$ cat src/rtl/dl_frame_rx.sv
// dl_frame_rx - downlink frame receiver for the MAC scheduler.
//
// Hunts the demodulated bitstream for PREAMBLE (MSB first), then reads a
// 2-bit category and its payload (01: 8-bit beacon flags, 10: 48-bit slot
// scheme, 11: heartbeat with no payload). An accepted frame publishes ctg,
// the payload field and an LFSR snapshot, and bumps the 2-bit ord counter.
// All published outputs change on the same edge so the MAC sees them
// atomically.
//
// Build option: define DL_FRAME_CRC_EN to append and check a CRC-8
// (poly 0x07, init 0x00) over the ctg and payload bits.
//
// Ports:
//   clock      in   system clock
//   reset      in   synchronous, active-low reset
//   bit_valid  in   one-cycle strobe qualifying bit_in
//   bit_in     in   demodulated downlink bit
//   ord        out  frame sequence counter, +1 mod 4 per accepted frame
//   ctg        out  category of the last accepted frame
//   cur_flag   out  beacon slot-occupancy flags
//   cur_scheme out  eight 6-bit slot lengths
//   cur_rand   out  LFSR snapshot taken at frame accept
//   frame_ok   out  one-cycle pulse on accept
//   frame_err  out  one-cycle pulse on reject (bad ctg, bad CRC, timeout)

module dl_frame_rx #(
    parameter logic [7:0]  PREAMBLE  = 8'hA5,
    parameter logic [15:0] TIMEOUT   = 16'd5000,
    parameter logic [23:0] RAND_SEED = 24'h5EED01
) (
    input  logic        clock,
    input  logic        reset,
    input  logic        bit_valid,
    input  logic        bit_in,
    output logic [1:0]  ord,
    output logic [1:0]  ctg,
    output logic [7:0]  cur_flag,
    output logic [47:0] cur_scheme,
    output logic [23:0] cur_rand,
    output logic        frame_ok,
    output logic        frame_err
);

    // An all-zero Galois LFSR would lock up, so a zero seed becomes 1.
    localparam logic [23:0] SEED      = (RAND_SEED == 24'd0) ? 24'h000001 : RAND_SEED;
    localparam logic [23:0] LFSR_MASK = 24'hE10000;

`ifdef DL_FRAME_CRC_EN
    typedef enum logic [1:0] {HUNT, HDR, PAY, CHK} state_t;
`else
    typedef enum logic [1:0] {HUNT, HDR, PAY} state_t;
`endif

    function automatic logic [23:0] lfsr_step(input logic [23:0] v);
        return (v >> 1) ^ (v[0] ? LFSR_MASK : 24'd0);
    endfunction

`ifdef DL_FRAME_CRC_EN
    function automatic logic [7:0] crc8_step(input logic [7:0] c, input logic b);
        logic fb;
        fb = c[7] ^ b;
        return {c[6:0], 1'b0} ^ (fb ? 8'h07 : 8'h00);
    endfunction
`endif

    state_t       state;
    // Only the 7 newest bits are kept: the preamble compare always includes
    // the bit being shifted in on this strobe.
    logic [6:0]   window;
    logic [5:0]   cnt;
    logic [1:0]   hdr;
    logic [47:0]  stage;
    logic [15:0]  idle;
    logic [23:0]  lfsr;
`ifdef DL_FRAME_CRC_EN
    logic [7:0]   crc;
    logic [6:0]   crc_rx;
    logic [7:0]   crc_next;
`endif

    logic [1:0]   hdr_next;
    logic [47:0]  pay_next;
    logic         pay_last;
    logic         timed_out;
    logic         accept;
    logic         reject;
    logic [1:0]   acc_ctg;
    logic [47:0]  acc_pay;

    // Accept/reject decision for the current cycle; applied on the edge
    // that samples the frame's final strobe.
    always_comb begin
        hdr_next  = {hdr[0], bit_in};
        pay_next  = {stage[46:0], bit_in};
        pay_last  = (hdr == 2'b01) ? (cnt == 6'd7) : (cnt == 6'd47);
`ifdef DL_FRAME_CRC_EN
        crc_next  = crc8_step(crc, bit_in);
`endif
        // A strobe in the same cycle as the limit wins over the timeout.
        timed_out = (state != HUNT) && !bit_valid && (idle == TIMEOUT - 16'd1);
        accept    = 1'b0;
        reject    = timed_out;
        acc_ctg   = hdr;
        acc_pay   = stage;
        if (bit_valid) begin
            case (state)
                HDR: begin
                    if (cnt[0]) begin
                        acc_ctg = hdr_next;
                        if (hdr_next == 2'b00) begin
                            reject = 1'b1;
                        end
`ifndef DL_FRAME_CRC_EN
                        else if (hdr_next == 2'b11) begin
                            accept = 1'b1;
                        end
`endif
                    end
                end
`ifdef DL_FRAME_CRC_EN
                CHK: begin
                    if (cnt == 6'd7) begin
                        if ({crc_rx, bit_in} == crc) accept = 1'b1;
                        else                         reject = 1'b1;
                    end
                end
`else
                PAY: begin
                    if (pay_last) begin
                        acc_pay = pay_next;
                        accept  = 1'b1;
                    end
                end
`endif
                default: ;
            endcase
        end
    end

    always_ff @(posedge clock) begin
        if (!reset) begin
            state      <= HUNT;
            window     <= '0;
            cnt        <= '0;
            idle       <= '0;
            lfsr       <= SEED;
            ord        <= '0;
            ctg        <= '0;
            cur_flag   <= '0;
            cur_scheme <= '0;
            cur_rand   <= SEED;
            frame_ok   <= 1'b0;
            frame_err  <= 1'b0;
        end else begin
            lfsr      <= lfsr_step(lfsr);
            frame_ok  <= accept;
            frame_err <= reject;

            if (accept) begin
                ord      <= ord + 2'd1;
                ctg      <= acc_ctg;
                cur_rand <= lfsr;
                if (acc_ctg == 2'b01) cur_flag   <= acc_pay[7:0];
                if (acc_ctg == 2'b10) cur_scheme <= acc_pay;
            end

            if (accept || reject) begin
                state  <= HUNT;
                window <= '0;
            end else begin
                if (state != HUNT) begin
                    idle <= bit_valid ? 16'd0 : idle + 16'd1;
                end
                if (bit_valid) begin
                    case (state)
                        HUNT: begin
                            window <= {window[5:0], bit_in};
                            if ({window, bit_in} == PREAMBLE) begin
                                state <= HDR;
                                cnt   <= '0;
                                idle  <= '0;
`ifdef DL_FRAME_CRC_EN
                                crc   <= '0;
`endif
                            end
                        end
                        HDR: begin
                            hdr <= hdr_next;
                            cnt <= cnt + 6'd1;
`ifdef DL_FRAME_CRC_EN
                            crc <= crc_next;
`endif
                            if (cnt[0]) begin
                                cnt <= '0;
`ifdef DL_FRAME_CRC_EN
                                state <= (hdr_next == 2'b11) ? CHK : PAY;
`else
                                state <= PAY;
`endif
                            end
                        end
                        PAY: begin
                            stage <= pay_next;
                            cnt   <= cnt + 6'd1;
`ifdef DL_FRAME_CRC_EN
                            crc   <= crc_next;
                            if (pay_last) begin
                                cnt   <= '0;
                                state <= CHK;
                            end
`endif
                        end
`ifdef DL_FRAME_CRC_EN
                        CHK: begin
                            crc_rx <= {crc_rx[5:0], bit_in};
                            cnt    <= cnt + 6'd1;
                        end
`endif
                        default: ;
                    endcase
                end
            end
        end
    end

endmodule

$ cat config.mk
export PLATFORM = sky130hd
export DESIGN_NAME = dl_frame_rx
export DESIGN_NICKNAME = d
export VERILOG_FILES = /design/src/rtl/dl_frame_rx.sv
export SDC_FILE = /design/constraint.sdc
export NUM_CORES = 1
export LEC_CHECK = 0
export ABC_AREA = 1
export BUFFER_PORTS_ARGS = -buffer_cell sky130_fd_sc_hd__buf_2
export CAP_MARGIN = 20
export CORE_ASPECT_RATIO = 0.75
export CORE_MARGIN = 2
export CORE_UTILIZATION = 35
export DETAILED_ROUTE_END_ITERATION = 8
export GPL_TIMING_DRIVEN = 0
export PLACE_DENSITY = 0.53
export SLEW_MARGIN = 20
export SYNTH_ARGS = -nofsm -noshare
export SYNTH_HDL_FRONTEND = slang
export SYNTH_SLANG_ARGS = --single-unit
$ cat constraint.sdc
create_clock -name clock -period 4.7 [get_ports clock]
set_input_delay 0.235 -clock clock [delete_from_list [all_inputs] [get_ports clock]]
set_output_delay 0.235 -clock clock [all_outputs]
set_load 0.01 [all_outputs]
=== Word level (Yosys, flattened, before mapping) ===
Cells that the tools add are included.

* Register bits after elaboration: 191
* Latch bits: 0
* Memory bits (writable): 0
* ROM bits: 0
* Input bits: 4
* Output and inout port bits: 86
* Logic and storage cells: 78
* Memories kept: 0

* Add/subtract/negate cells: 3
* Multiply operators: 0
* Div/mod/pow operators: 0
* $lt $le $gt $ge: 0
* Equality and inequality tests: 12
* Shifts and indexed selects: 0
* Multiplexer cells: 29
* Bitwise operators: 3
* Reductions and logical operators: 17

{| class="wikitable"
|+ Operators by type and width
! cell !! count
|-
| 48-bit 2-to-1 mux || 3
|-
| 16-bit 2-to-1 mux || 5
|-
| 24-bit 2-to-1 mux || 1
|-
| 23-bit by 24-bit bitwise XOR with 24-bit output || 1
|-
| 6-bit one-hot mux with 3 select lines || 1
|-
| 16-bit by 1-bit adder with 16-bit output, second input constant || 1
|-
| 16-bit by 13-bit equality test with 1-bit output, second input constant || 1
|-
| 4-bit AND reduction || 4
|-
| 6-bit 2-to-1 mux || 2
|-
| 1-bit 2-to-1 mux || 10
|-
| 2-bit 2-to-1 mux || 5
|-
| 8-bit equality test, second input constant || 1
|-
| 6-bit by 1-bit adder with 6-bit output, second input constant || 1
|-
| 2-bit by 1-bit equality test with 1-bit output, second input constant || 3
|-
| 2-bit equality test, second input constant || 3
|-
| 6-bit by 3-bit equality test with 1-bit output, second input constant || 1
|-
| 6-bit equality test, second input constant || 1
|-
| 2-bit AND reduction || 3
|-
| 2-bit logical NOT || 2
|-
| 2-bit inequality test, second input constant || 2
|-
| 2-bit one-hot mux with 2 select lines || 1
|-
| 2-bit nonzero test || 2
|-
| 3-bit nonzero test || 1
|-
| 2-bit by 1-bit adder with 2-bit output, second input constant || 1
|-
| other kinds (6) || 8
|}

=== Longest topological paths before layout ===
Gate-level depths: netlist (run 1).

* Word-level depth: 10
* Mapped depth: 12
* Mapped depth without buffers: 11

=== Least setup slack after synthesis (run 1) ===
Ideal clock, no wire load.

* Kind: register to register
* From: reg state[0]
* To: reg stage[0], enable pin
* Setup time: 0.513 ns
* Arrival: 4.591 ns
* Data required time: 4.187 ns
* Slack: -0.404 ns
* Stages on the path, launching flop included: 8
* Buffers on the path: 0
* Period minus slack after synthesis: 5.104 ns
* Cells stage by stage: dfxtp_1 -> inv_1 -> ha_1 -> nand2_1 -> a21oi_4 -> nor2_1 -> nand2_1 -> nor3_1

* Longest elaborated chain between the ends: 10
* Elaborated cells on any way between the ends: 14
* Classes of those cells: 2 x eq/ne; 6 x mux; 1 x bitwise; 5 x reduce/logical

{| class="wikitable"
|+ RTL lines
! what !! line !! source
|-
| start: declaration || 66 || <nowiki>state_t state;</nowiki>
|-
| start signal: assignment || 142 || <nowiki>state <= HUNT;</nowiki>
|-
| start signal: assignment || 168 || <nowiki>state <= HUNT;</nowiki>
|-
| start signal: assignment || 179 || <nowiki>state <= HDR;</nowiki>
|-
| 2-bit nonzero test || 100 || <nowiki>timed_out = (state != HUNT) && !bit_valid && (idle == TIMEOUT - 16'd1);</nowiki>
|-
| 1-bit logical AND (2 in series) || 100 ||
|-
| 1-bit 2-to-1 mux || 110 || <nowiki>if (hdr_next == 2'b00) begin</nowiki>
|-
| 1-bit 2-to-1 mux || 108 || <nowiki>if (cnt[0]) begin</nowiki>
|-
| 1-bit 2-to-1 mux || 106 || <nowiki>case (state)</nowiki>
|-
| 1-bit 2-to-1 mux || 105 || <nowiki>if (bit_valid) begin</nowiki>
|-
| 1-bit logical OR || 167 || <nowiki>if (accept || reject) begin</nowiki>
|-
| 1-bit inverter (no source line) || - ||
|-
| 4-bit AND reduction (no source line) * || - ||
|-
| end signal: assignment || 203 || <nowiki>stage <= pay_next;</nowiki>
|-
| end: declaration || 72 || <nowiki>logic [47:0] stage;</nowiki>
|}

Every way passes the cells marked *; elsewhere a longest branch is shown, timed or not.
A chain may end at the register's enable or synchronous reset.

=== Worst setup path in the final report (run 1) ===
* From: reg state[0]
* To: reg stage[15], enable pin

Same word-level chain as after synthesis.

==> results of run 1 <==
==> state kept, by name, indices dropped and copies added (netlist names), 6 cells and up <==
register    count
idle           16
stage          48
lfsr           24
cur_scheme     48
window          7
cnt             6
cur_flag        8
cur_rand       24
==> power by group through the flow <==
| stage | logic (W) | clock network, W | registers [W] |
|---|---|---|---|
| after floorplan | 0.0000946 | 0 | 0.00176 |
| after global placement | 0.000132 | 0 | 0.00176 |
| after detailed placement | 0.000135 | 0 | 0.00176 |
| after CTS | 0.000136 | 0.00153 | 0.00172 |
| after global routing | 0.000155 | 0.00159 | 0.00173 |
| final | 0.000136 | 0.00149 | 0.00172 |
==> critical path: stages (launching register included) <==
cell	delay, ps
dfxtp_1	380
inv_1	80
ha_1	410
nand2_1	170
a21oi_4	70
nor2_1	420
nand2_1	200
nor3_4	640
buf_8	260
buf_8	170
buf_8	150
==> final timing paths <==
kind	cells past startpoint	slack, ps	from	endpoint
worst min-delay path	1	130	bit_in	stage[0]
worst max-delay path	10	1440	state[0]	stage[15]
worst max register to register	10	1440	state[0]	stage[15]
worst min register to register	2	430	lfsr[8]	lfsr[7]
==> synth_stat cells <==
master     count  area [sq um]
nand3_1       38           190
nor4_1         1          6.26
buf_6          4          45.0
nand2_4        1          11.3
a211oi_1       1          7.51
a21oi_4        1          16.3
a22o_1         1          8.76
o2111ai_1      1          8.76
a21oi_1       89           445
a21oi_2        2          17.5
buf_4          9          67.6
edfxtp_1      50          1500
o21bai_1       1          7.51
xnor2_1        2          17.5
or2_2         11          68.8
o21ai_0       73           365
o21ai_2        2          17.5
dfxtp_1      141          2820
nand3_2        2          20.0
buf_2         12          60.1
nor2_1        67           251
o22ai_1        2          12.5
nand3_4        1          17.5
clkinv_1       1          3.75
nand4_2        1          12.5
nor2_4         1          11.3
o211ai_1       4          30.0
xor2_1         2          17.5
nand2_1      323          1210
nor2_2         1          6.26
nand2_2        2          12.5
inv_1        102           383
clkbuf_1      23          86.3
nand4_1       10          62.6
nor3_1         5          25.0
inv_2          3          11.3
ha_1           7          87.6
==> layer usage <==
layer | GRT usage (%) | vias to the layer above
li1 | - | 3406
met1 | 25.0 | 3015
met2 | 23.5 | 119
met3 | 3.18 | 15
met4 | 5.10 | 0
met5 | 0 | -
==> cell families after synthesis <==
group                      count (synthesis)  share of synthesized area, %
adders and majority gates                  7                          1.10
AOI/OAI and AO/OA                        177                          11.8
and+or+nand+nor                          464                          24.0
buffers and inverters                    154                          8.26
xor gates and xnor gates                   4                         0.441
DFF                                      191                          54.4
==> per-stage QoR <==
step | setup TNS, ps | std cells
2_1_floorplan | 0 | 997
3_3_place_gp | -15080 | 1380
3_5_place_dp | 0 | 1383
4_1_cts | 0 | 1415
5_1_grt | 0 | 1415
6_report | 0 | 1415
==> layout make-up <==
type / count / area, sq um
Clock inverter: 15 / 185
Buffer: 48 / 259
Timing Repair Buffer: 92 / 490
Multi-Input combinational cell: 652 / 2980
Fill cell: 2319 / 12700
Clock buffer: 17 / 425
Inverter: 106 / 398
Sequential cell: 191 / 4320
Tap cell: 294 / 368
==> metrics, run 1 <==
number of nets in the synthesized netlist=1008; Port Buffer Count=89; highest metal layer with signal wires=met4; final routed wire length divided by cell count=13.6 um; horizontal die dimension=178 um; largest buffer count on any clock path=2; number of instances in the synthesized netlist=997; post-synth cell types=37; Die Footprint=23900 sq um; DP HPWL=13400 um; highest net fanout along the worst path=14; Post CTS Setup Buffer Count=0; Detail Route met3 WL=905 um; worst slack after detailed placement=1430 ps; class of the most critical hold timing path=primary input to flip-flop; Period Utilization, post-route=69.4%; detail-routed via count per cell=4.63; CTS tree=built; met2 WL post-DR=7930 um; placer congestion estimate=0.860; number of cell rows=47; final antenna-violating net count=0; average footprint of a synthesized cell=7.97 sq um; upper clock frequency limit=307 MHz; starting density of the core=35.9%; Worst Path Class, Setup=flip-flop to flip-flop; max-slew violations=0; time the final worst path needs with I/O delays and setup=3260 ps; Combinational Power Share=4.0%; H-tree lvl count=4; Synth Cell Area=7950 sq um; Switching Share=26.2%; CTS Buf Count=17; I/O pin count=90; Util after Layout=42.5%; clock latency on the worst-skew pair=440 ps; final cell area excluding filler cells=9430 sq um; Layout area overhead=18.6%; NumNets Final=1119; Setup crit end kind=flip-flop; worst slack on hold paths=130 ps; power density normalized to cell area=355 nW/um^2; Via Count=6555; maximum number of pins on one net before global-route repair=22; number of global-route vias before repair=5873; CTS hold repair buffers=0; first-pass detailed-route iteration total=6; instance area after placement=8820 sq um; Clk pin slew, worst setup/hold paths=80 ps; clock group share of total power=44.6%; count of unresolved DRC violations after routing=0; count of state elements after synthesis=191; total power after layout=0.00335 W; max capacitance violation total=0; Resized Gates After CTS=0; global-route total usage across every layer=16.5%; number of antenna repair diodes=0; outcome=finished clean; required time at the worst-slack endpoint=4850 ps; Arr. time, crit path=3410 ps; number of setup violations in the final report=0; share of the yosys chip area belonging to registers=54.4%; initial antenna violation count=0; overflow left after global routing=0; total wire length=19300 um; DRC violation total after the first TritonRoute iteration=438; final hold vios=0; Sequential Power Share=51.4%; most common library cell in the layout ignoring fill and taps=nand2_1; cell at the root of the clock tree=clkbuf_16; type of element launching the critical path=flip-flop; total net switching power=0.000877 W; Worst Skew=11.1 ps; Least-Margin Pin Slew=787 ps; Worst IR Drop VDD=0.230 mV; vertical die dimension=135 um; fraction of layout cells with a size suffix above 1=15.9%; met1 wire length=10300 um; Slew headroom=47.4%; unrepaired setup endpoints after global routing=false; commonest cells after routing, fill and taps aside=nand2_1 (323), dfxtp_1 (141), inv_1 (102), buf_2 (101), a21oi_1 (89); first-pass GRT wire length=31100 um; Floorplan Core Area=22200 sq um; cell-internal power=0.00247 W; Clock Sink Count=191; Final WS setup=1440 ps; leakage=4.01 nW; synth warn=0
Power figures use the tool's default switching activity.
==> inputs of run 2 (changes only) <==
==> constraint.sdc (replaced) <==
create_clock -name clock -period 2.75 [get_ports clock]
set_input_delay 0.1375 -clock clock [delete_from_list [all_inputs] [get_ports clock]]
set_output_delay 0.1375 -clock clock [all_outputs]
set_load 0.01 [all_outputs]
==> run 2 against run 1 <==
Net effect:
- sequential cell count unchanged
- power grew 72%
- cell area is 0.94% higher
- cell count increased by 0.14%
- die area is the same
- combinational power grew 77%
- sequential power rose by 71%
- clock skew increased by 9.3 ps
- count of clock-buffer cells in the layout unchanged
==> metrics, run 2 (same netlist as run 1, synthesis figures left out) <==
hold path endpoint=ctg[0]; clock group share of total power=44.9%; Detail Route met3 WL=799 um; total wire length=19200 um; worst hold path cell count=5; Via Count=6533; Reg-to-Reg End=stage[44]; CTS Buf Count=17; largest registers=cur_scheme: 48 flops, stage: 48 flops; Worst Reg2Reg Path Length in Cells=13; starting density of the core=35.9%; Floorplan Core Area=22200 sq um; overflow left after global routing=0; power density normalized to cell area=607 nW/um^2; Least-Margin Pin Slew=690 ps; detail-routed via count per cell=4.61; Slew headroom=54.0%; number of cell rows=47; number of cells after detailed placement=1383; Resized Gates After CTS=0; upper clock frequency limit=422 MHz; Layout area overhead=19.7%; Port Buffer Count=89; startpoint of the worst-slack reg-to-reg timing path=idle[0]; Setup TNS Final=0 ps; most frequent CP cell=buf_8; Combinational Power Share=4.2%; Period Utilization, post-route=86.1%; number of antenna repair diodes=0; worst slack after detailed placement=34.2 ps; Clk pin slew, worst setup/hold paths=80 ps; initial antenna violation count=0; time the final worst path needs with I/O delays and setup=2370 ps; largest stage delay on the critical path=340 ps; met1 wire length=10300 um; Setup crit end kind=flip-flop; hold wc startpoint=bit_valid; cell-by-cell listing of the critical path=ha_1 > nand2_2 > inv_1 > nand3_1 > nor2_1 > nand2_1 > nand2_1 > nor2_4 > nand2_2 > nor3_4 > buf_8 > buf_8 > buf_8; number of filler instances in the final layout=2259; outcome=finished clean; I/O pin count=90; DP HPWL=13700 um; cell-internal power=0.00426 W; Worst Path Class, Setup=flip-flop to flip-flop; vertical die dimension=135 um; total power after layout=0.00578 W; required time at the worst-slack endpoint=2900 ps; horizontal die dimension=178 um; area occupied by registers=4330 sq um; DRC violation total after the first TritonRoute iteration=393; max-slew violations=0; most common library cell in the layout ignoring fill and taps=nand2_1; highest metal layer with signal wires=met4; Final WS setup=383 ps; Multi-input gate area=3030 sq um; maximum number of pins on one net before global-route repair=23; Worst Skew=20.4 ps; cell at the root of the clock tree=clkbuf_16; CTS tree=built; first-pass detailed-route iteration total=7; Worst IR Drop VDD=0.410 mV; leakage=4.03 nW; count of unresolved DRC violations after routing=0; final routed wire length divided by cell count=13.6 um; number of global-route vias before repair=5890; commonest cells after routing, fill and taps aside=nand2_1 (321), dfxtp_1 (139), buf_2 (101), inv_1 (100), a21oi_1 (89); H-tree lvl count=4; Die Footprint=23900 sq um; total net switching power=0.00152 W; number of setup violations in the final report=0; kind of cell adding the most delay to the critical path=simple AND/OR/NAND/NOR gates; final antenna-violating net count=0; Cell Count, Final, Fillers Out=1417; type of element launching the critical path=flip-flop; met2 WL post-DR=7910 um; class of the most critical hold timing path=primary input to flip-flop; final hold vios=0; Switching Share=26.3%; largest buffer count on any clock path=2; placer congestion estimate=0.884; fraction of layout cells with a size suffix above 1=16.9%; worst slack on hold paths=214 ps; max capacitance violation total=0; global-route total usage across every layer=16.5%; register-to-register setup slack=380 ps; clock latency on the worst-skew pair=450 ps; unrepaired setup endpoints after global routing=false; first-pass GRT wire length=30800 um; Worst path slowest cell=dfxtp_1; number of buffers and inverters on the critical path=4; Sequential Power Share=51.0%; highest net fanout along the worst path=16; Arr. time, crit path=2520 ps; Clock Sink Count=191; NumNets Final=1121
## run 2: layout make-up
class                   instances  share of cell area [%]
repair buffers                 94                    5.34
inverters                     106                    4.18
well taps                     294                    3.86
multi-input cells             652                    31.8
clock buffers                  17                    4.47
plain buffers                  48                    2.72
clock inverters                15                    2.12
flip-flops and latches        191                    45.5
## run 2: per-layer routing
metal	vias up	track usage, %
li1	3420	-
met1	2991	24.7
met2	106	23.4
met3	16	3.83
met4	0	4.74
met5	-	0
## run 2: repair_timing
action,4_1_cts,5_1_grt
endpoints found under the setup margin,0,14
hold buffers,1,0
setup buffers,0,1
hold endpoints to repair,2,0
## run 2: power groups by stage
stage	registers (W)	clock network (W)	logic (W)
6_report	0.00294	0.00259	0.000241
5_1_grt	0.00295	0.00277	0.000273
4_1_cts	0.00294	0.00265	0.000243
3_5_place_dp	0.00301	0	0.000240
3_3_place_gp	0.00301	0	0.000238
2_1_floorplan	0.00300	0	0.000171
## run 2: worst max-delay path by stage
| stage | start | endpoint | slack, ps | cells after the start |
|---|---|---|---|---|
| after floorplan | idle[0] | stage[0] | 3 | 10 |
| after global placement | idle[0] | stage[25] | -850 | 10 |
| after detailed placement | idle[0] | stage[44] | 30 | 13 |
| after CTS | idle[0] | stage[44] | 10 | 13 |
| after global routing | state[1] | stage[44] | 220 | 13 |
| final | idle[0] | stage[44] | 380 | 13 |
## run 2: per-stage QoR
stage	util [%]	area, sq um
2_1_floorplan	-	8020
3_3_place_gp	39.8	8830
3_5_place_dp	40.0	8870
4_1_cts	42.9	9510
5_1_grt	42.9	9520
6_report	42.9	9520
## run 2: worst min-delay path, delay by kind of cell
kind | cells | cell delay, ps
AND/OR/NAND/NOR | 2 | 190
buffers and inverters | 1 | 140
AO/OA/AOI/OAI | 2 | 140
==> inputs of run 3 (changes only) <==
--- a/config.mk
+++ b/config.mk
@@ -13,7 +13,7 @@
 export CORE_UTILIZATION = 35
 export DETAILED_ROUTE_END_ITERATION = 8
 export GPL_TIMING_DRIVEN = 0
-export PLACE_DENSITY = 0.53
+export PLACE_DENSITY = 0.51
 export SLEW_MARGIN = 20
 export SYNTH_ARGS = -nofsm -noshare
 export SYNTH_HDL_FRONTEND = slang
==> constraint.sdc (replaced) <==
create_clock -name clock -period 2.9 [get_ports clock]
set_input_delay 0.145 -clock clock [delete_from_list [all_inputs] [get_ports clock]]
set_output_delay 0.145 -clock clock [all_outputs]
set_load 0.01 [all_outputs]
==> run 3 against run 2 <==
Net effect:
- via count decreased by 0.57%
- cell count fell by 0.14%
- global-route usage shrank 0.29 points
- sequential cell count stayed put
- utilization fell by 0.30 points
- critical path depth shrank 1
- power is 6.5% lower
==> metrics, run 3 (same netlist as run 1, synthesis figures left out) <==
largest buffer count on any clock path=2; outcome=finished clean; Layout area overhead=18.9%; cell-by-cell listing of the critical path=inv_1 > ha_1 > nand3_2 > nor3_1 > inv_1 > nand2_1 > nor2_4 > nand2_1 > nor3_4 > buf_8 > buf_8 > buf_16; detail-routed via count per cell=4.59; type of element launching the critical path=flip-flop; DP HPWL=13300 um; number of cell rows=47; most common library cell in the layout ignoring fill and taps=nand2_1; Slew headroom=53.8%; final routed wire length divided by cell count=13.4 um; Util after Layout=42.6%; clock latency on the worst-skew pair=440 ps; global-route total usage across every layer=16.2%; total power after layout=0.00540 W; largest registers=cur_scheme: 48 flops, stage: 48 flops; H-tree lvl count=4; Period Utilization, post-route=90.0%; hold wc startpoint=bit_in; Setup crit end kind=flip-flop; number of setup violations in the final report=0; hold path endpoint=hdr[0]; DRC violation total after the first TritonRoute iteration=338; maximum number of pins on one net before global-route repair=20; Least-Margin Pin Slew=692 ps; first-pass GRT wire length=30400 um; startpoint of the worst-slack reg-to-reg timing path=state[1]; time the final worst path needs with I/O delays and setup=2610 ps; Arr. time, crit path=2770 ps; max capacitance violation total=0; vertical die dimension=135 um; power density normalized to cell area=571 nW/um^2; final antenna-violating net count=0; Clock Sink Count=191; commonest cells after routing, fill and taps aside=nand2_1 (323), dfxtp_1 (141), inv_1 (102), buf_2 (101), a21oi_1 (89); I/O pin count=90; NumNets Final=1119; Worst IR Drop VDD=0.415 mV; count of unresolved DRC violations after routing=0; Cell Count, Final, Fillers Out=1415; Worst Reg2Reg Path Length in Cells=12; Via Count=6496; initial antenna violation count=0; leakage=4.02 nW; largest stage delay on the critical path=350 ps; CTS Buf Count=17; kind of cell adding the most delay to the critical path=simple AND/OR/NAND/NOR gates; starting density of the core=35.9%; CTS hold repair buffers=0; horizontal die dimension=178 um; max-slew violations=0; Floorplan Core Area=22200 sq um; upper clock frequency limit=383 MHz; final cell area excluding filler cells=9450 sq um; register-to-register setup slack=290 ps; CTS tree=built; number of cells after detailed placement=1383; number of global-route vias before repair=5833; class of the most critical hold timing path=primary input to flip-flop; overflow left after global routing=0; unrepaired setup endpoints after global routing=false; required time at the worst-slack endpoint=3060 ps; Clk pin slew, worst setup/hold paths=80 ps; placer congestion estimate=0.805; Worst path slowest cell=dfxtp_1; final hold vios=0; Reg-to-Reg End=stage[17]; cell at the root of the clock tree=clkbuf_16; Worst Path Class, Setup=flip-flop to flip-flop; highest net fanout along the worst path=16; worst hold path cell count=1; number of buffers and inverters on the critical path=5; instance area after placement=8830 sq um; Port Buffer Count=89; Worst Skew=17.9 ps; first-pass detailed-route iteration total=4; fraction of layout cells with a size suffix above 1=16.0%; CP startpoint=state[1]; number of antenna repair diodes=0; total wire length=18900 um; Die Footprint=23900 sq um
[run 3: changes by cell type in the layout (fill, tap and decap cells not counted), sizes merged]
cell / previous run / this run
dlygate4sd3: 1 / 0
buf: 118 / 117
inv: 116 / 111
clkinv: 5 / 8
bufinv: 0 / 1
clkbuf: 40 / 41
[run 3: power breakdown]
part	switching, W	internal (W)	leakage, nW
sequential	0.0000295	0.00276	1.59
clock	0.00113	0.00126	0.301
combinational	0.000155	0.0000628	2.13
total	0.00132	0.00408	4.02
[run 3: stage by stage]
stage               TNS [ps]  hold slack (ps)  worst slack [ps]
CTS                        0             10.3               166
finish                     0             37.8               290
global placement      -40270              415              -841
detailed placement         0              416               180
floorplan                  0              244              8.78
global route               0             22.7              73.3
[run 3: what timing repair did]
item / in CTS / in global routing
setup endpoints to repair: 0 / 16
resized for setup: 0 / 1
setup buffers: 0 / 0
[run 3: cell type report]
type,count,area (sq um)
fill,2238,12700
sequential,191,4320
multi-input combinational,652,2990
timing repair buffer,92,503
clock buffer,18,439
inverter,106,398
tap,294,368
buffer,48,259
clock inverter,14,173
[run 3: worst max-delay path by stage]
stage	depth (start not counted)	endpoint	slack, ps
detailed placement	12	stage[24]	180
finish	12	stage[17]	290
global placement	9	stage[24]	-840
global route	12	stage[47]	70
CTS	12	stage[47]	170
floorplan	9	stage[0]	9
[run 3: metal layers]
metal	track usage (%)	routed length, um
met3	3.66	866
met5	0	0
met1	24.6	10100
met2	22.8	7830
met4	4.37	157
